$ cat src/rtl/seg7_scan.sv
// seg7_scan: scans eight BCD digits onto a common-anode 7-seg display.
// Ports: clk, rst_n, digits/dp/blank/blink in; seg_n, an_n, frame_tick out.
module seg7_scan #(
    parameter int DIV          = 100000,
    parameter int DEAD         = 2000,
    parameter int BLINK_FRAMES = 63
) (
    input  logic        clk,
    input  logic        rst_n,
    input  logic [31:0] digits,
    input  logic [7:0]  dp,
    input  logic [7:0]  blank,
    input  logic [7:0]  blink,
    output logic [7:0]  seg_n,
    output logic [7:0]  an_n,
    output logic        frame_tick
);

    localparam int CW = $clog2(DIV);
    localparam int FW = (BLINK_FRAMES > 1) ? $clog2(BLINK_FRAMES) : 1;
    localparam logic [CW-1:0] CMAX = CW'(DIV - 1);
    localparam logic [FW-1:0] FMAX = FW'(BLINK_FRAMES - 1);

    logic [CW-1:0] cnt;
    logic [2:0]    idx;
    logic [FW-1:0] fcnt;
    logic          blink_phase;
    logic [31:0]   sh_digits;
    logic [7:0]    sh_dp;
    logic [7:0]    sh_blank;
    logic [7:0]    sh_blink;

    logic [3:0] code;
    logic [6:0] pat;
    logic       in_dead;
    logic       dark;
    logic       slot_end;
    logic       frame_end;

    // With no dead time the compare would be constant, so drop it.
    generate
        if (DEAD == 0) begin : g_nodead
            assign in_dead = 1'b0;
        end else begin : g_dead
            assign in_dead = (cnt < CW'(DEAD));
        end
    endgenerate

    assign code      = sh_digits[{idx, 2'b00} +: 4];
    assign dark      = in_dead | sh_blank[idx] | (blink_phase & sh_blink[idx]);
    assign slot_end  = (cnt == CMAX);
    assign frame_end = slot_end && (idx == 3'd7);

    // Active-high pattern, bit order g..a.
    always_comb begin
        pat = 7'b0000000;
        case (code)
            4'd0:    pat = 7'b0111111;
            4'd1:    pat = 7'b0000110;
            4'd2:    pat = 7'b1011011;
            4'd3:    pat = 7'b1001111;
            4'd4:    pat = 7'b1100110;
            4'd5:    pat = 7'b1101101;
            4'd6:    pat = 7'b1111101;
            4'd7:    pat = 7'b0000111;
            4'd8:    pat = 7'b1111111;
            4'd9:    pat = 7'b1101111;
            4'd10:   pat = 7'b1000000;
            default: pat = 7'b0000000;
        endcase
    end

    always_ff @(posedge clk or negedge rst_n) begin
        if (!rst_n) begin
            cnt         <= '0;
            idx         <= '0;
            fcnt        <= '0;
            blink_phase <= 1'b0;
            sh_digits   <= '0;
            sh_dp       <= '0;
            sh_blank    <= 8'hFF;
            sh_blink    <= '0;
            an_n        <= 8'hFF;
            seg_n       <= 8'hFF;
            frame_tick  <= 1'b0;
        end else begin
            frame_tick <= (cnt == '0) && (idx == 3'd0);

            if (dark) begin
                an_n  <= 8'hFF;
                seg_n <= 8'hFF;
            end else begin
                an_n  <= ~(8'b1 << idx);
                seg_n <= ~{sh_dp[idx], pat};
            end

            if (slot_end) begin
                cnt <= '0;
                idx <= idx + 3'd1;
            end else begin
                cnt <= cnt + 1'b1;
            end

            // Snapshot once per frame so a frame never mixes old and new.
            if (frame_end) begin
                sh_digits <= digits;
                sh_dp     <= dp;
                sh_blank  <= blank;
                sh_blink  <= blink;
                if (fcnt == FMAX) begin
                    fcnt        <= '0;
                    blink_phase <= ~blink_phase;
                end else begin
                    fcnt <= fcnt + 1'b1;
                end
            end
        end
    end

endmodule

$ cat config.mk
export PLATFORM = sky130hd
export DESIGN_NAME = seg7_scan
export DESIGN_NICKNAME = d
export VERILOG_FILES = /design/src/rtl/seg7_scan.sv
export SDC_FILE = /design/constraint.sdc
export NUM_CORES = 1
export LEC_CHECK = 0
export BUFFER_PORTS_ARGS = -buffer_cell sky130_fd_sc_hd__buf_2
export CAP_MARGIN = 15
export CORE_ASPECT_RATIO = 1.2
export CORE_MARGIN = 5
export CORE_UTILIZATION = 30
export DETAILED_ROUTE_END_ITERATION = 12
export GPL_ROUTABILITY_DRIVEN = 0
export PLACE_DENSITY_LB_ADDON = 0.1
export SYNTH_ARGS = -nofsm -noshare
export SYNTH_HDL_FRONTEND = slang
export SYNTH_SLANG_ARGS = --single-unit
$ cat constraint.sdc
create_clock -name clk -period 3.4 [get_ports clk]
set_clock_uncertainty 0.1 [all_clocks]
set_input_delay 0.68 -clock clk [delete_from_list [all_inputs] [get_ports clk]]
set_output_delay 0.68 -clock clk [all_outputs]
set_load 0.05 [all_outputs]
==> impl_metrics.ini <==
[critical_path]
rr_endpoint = sh_digits[10]
critPathKind = reg2reg
worstRegToRegCells = 6
r2r-start = cnt[11]
rrSetupSlack_ns = 0.64
required_ns = 3.53
endpoint_kind = flip-flop
cp_max_fo = 31
arrival_ns = 2.89
startpoint_type = flip-flop

[route]
vias = 2976
drt_wl_total_um = 11300
route.detailed.drc = 0
wl_per_cell_um = 17.6
ant_nets = 0
routed_via_density = 4.61
first_iter_violations = 166
drt-pass1-iter-count = 4

[cells_and_area]
synthToLayoutAreaGrowth_pct = 18.5
drive_above_1_share = 0.478
design_area_mm2 = 0.00588
antenna_cells = 0
nets = 501

[clock_network]
numCtsBuffers = 9
cts.clk_slew.worst_paths_ns = 0.07
cts_tree = yes
clock_path_buffers = 2
clock_sinks = 100
cts-htree-levels = 3
post_cts_buffers = 0
insertion_delay_ns = 0.34
hold_buffers = 0
clock-root-buffer = clkbuf_16
post_cts_resized = 0

[logic_synthesis]
syn_nets = 423
synth_enable_flop_cells = 0
synth_top_area_share = 0.383
synth_cells = 350
synth.distinct_cells = 49
synth-seq-cells = 100
postSynth.asyncResetShare = 1.00
yosysTopAreaCell = dfrtp_1
syn-cell-area_mm2 = 0.00497
ys_warn_count = 0
synth_ff_type = dfrtp_1
yosys-top-cells-area = dfrtp_1 38%, mux2_4 17%, dfstp_2 13%
syn_area_per_cell_um2 = 14.2
synth_seq_area_share = 0.510

[timing]
rsz0062_at_grt = no
min_period_ns = 2.76
finalSetupViolations = 0
tightestPinTransition_ns = 0.606
drv_slew = 0
max_freq_mhz = 362
relSlewSlack = 0.586
finalCritPeriodShare = 0.812
setup-tns-final_ns = 0
hold_viol_final = 0

[grt]
grt-ovfl-total = 0
grt_pass1_vias = 3268
grt_first_pass_wirelength_um = 18200
antenna_found_initial = 0
met3_usage = 0.0243
met2_usage = 0.203
gr-usage-all-layers = 0.124
met1_usage = 0.159
grt_busiest_layer = met2
grt_max_degree = 66

[floorplanning]
num_io_pins = 75
dieArea_mm2 = 0.0192
die_w_um = 127
std_cell_rows = 51
die_height_um = 151
start_util = 0.305
core_mm2 = 0.0163

[hold_path]
hold_path_class = in2async

[place]
dp.final_hpwl_um = 8320
numPortBuffers = 74
place_area_mm2 = 0.00558

[run]
max_cap_violations = 0

[power_and_ir_drop]
p_leak_uw = 0.00270
p_per_area_mw_per_mm2 = 420
peakVddDrop_uv = 221

[outcome]
status = complete, no violations
-- synthesized netlist by cell type (3+ instances only) --
master    instances
nor2_1           14
and2_1            6
xor2_1            6
o41ai_1           3
mux2_2            6
mux4_2           14
o311ai_0          3
dfstp_2          24
o31ai_1           3
ha_1             15
nand4_1           4
buf_6             7
o21ai_0           6
inv_1             9
dfrtp_1          76
mux2_4           57
xnor2_1          10
nand3_1          18
and3_1            3
clkbuf_1          4
buf_2             3
nand2_1          17
a21oi_1           5
-- report_power, final --
part	internal (µW)	leakage, µW	total, µW	switching [µW]
sequential	1230	0.00119	1250	19.0
combinational	87.4	0.00136	149	61.1
clock	633	0.000150	1080	443
total	1950	0.00270	2470	523
-- cell type report --
cell class,count,area [µm²]
fillers,1611,10400
clock inverters,1,30.0
clock buffers,15,278
multi-input cells,222,2260
inverters,11,41.3
repair buffers,84,473
flip-flops and latches,100,2530
well taps,212,265
-- cell families (layout without fill, tap and decap cells) --
| group | after synthesis | count (layout) | synth area share |
|---|---|---|---|
| and+or+nand+nor | 82 | 82 | 0.0927 |
| xor gates and xnor gates | 16 | 16 | 0.0282 |
| adders and majority gates | 15 | 15 | 0.0378 |
| DFF | 100 | 100 | 0.510 |
| AOI/OAI and AO/OA | 30 | 30 | 0.0436 |
| muxes | 79 | 79 | 0.253 |
| buffers and inverters | 28 | 111 | 0.0343 |
-- worst max-delay path by stage --
stage	cells past startpoint	endpoint	slack [ns]	startpoint
3_3_place_gp	6	seg_n[3]	0.63	idx[1]
4_1_cts	6	sh_digits[14]	0.61	cnt[11]
5_1_grt	8	seg_n[6]	0.42	idx[1]
3_5_place_dp	6	sh_digits[26]	0.62	idx[1]
6_report	6	sh_digits[10]	0.64	cnt[11]
2_1_floorplan	8	seg_n[3]	0.89	idx[2]
-- critical path, stage by stage (launching register included) --
cell,delay (ns)
dfrtp_1,0.41
or4_4,0.58
nor4_2,0.35
nand4_4,0.37
buf_12,0.32
buf_4,0.20
mux2_4,0.30
-- layout by cell type, fill, tap and decap left out, types with 3 or more instances in the layout --
cell       Yosys  final
dfrtp_1       76     76
buf_2          3     73
mux2_4        57     57
dfstp_2       24     24
nand3_1       18     18
nand2_1       17     17
ha_1          15     15
nor2_1        14     14
mux4_2        14     14
xnor2_1       10     10
inv_1          9      9
clkbuf_16      0      9
buf_4          2      9
and2_1         6      6
o21ai_0        6      6
xor2_1         6      6
mux2_2         6      6
a21oi_1        5      5
nand4_1        4      4
and3_1         3      3
o311ai_0       3      3
o41ai_1        3      3
o31ai_1        3      3
clkbuf_8       0      3
clkbuf_1       4      3
-- state kept, by name (all words and copies together), names as in the netlist --
| signal | cells |
|---|---|
| sh_digits | 32 |
| cnt | 17 |
| an_n | 8 |
| seg_n | 8 |
| sh_blank | 8 |
| sh_blink | 8 |
| sh_dp | 8 |
| fcnt | 6 |
| idx | 3 |
| blink_phase | 1 |
| frame_tick | 1 |
-- through the flow --
stage | setup slack (ns) | hold WS, ns | utilization | std cells | power (µW)
finish | 0.639 | 0.193 | 0.362 | 645 | 2470
global route | 0.420 | 0.220 | 0.362 | 645 | 2570
CTS | 0.606 | 0.198 | 0.362 | 645 | 2510
detailed placement | 0.623 | 0.366 | 0.343 | 629 | 1420
global placement | 0.627 | 0.374 | 0.343 | 629 | 1420
floorplan | 0.892 | 0.284 | - | 350 | 1340
-- per-layer routing --
layer | vias up | routed length [µm]
li1 | 1423 | -
met1 | 1480 | 5270
met2 | 58 | 5450
met3 | 15 | 351
met4 | 0 | 271
met5 | - | 0
No activity file was read; power rests on OpenSTA's default activity.
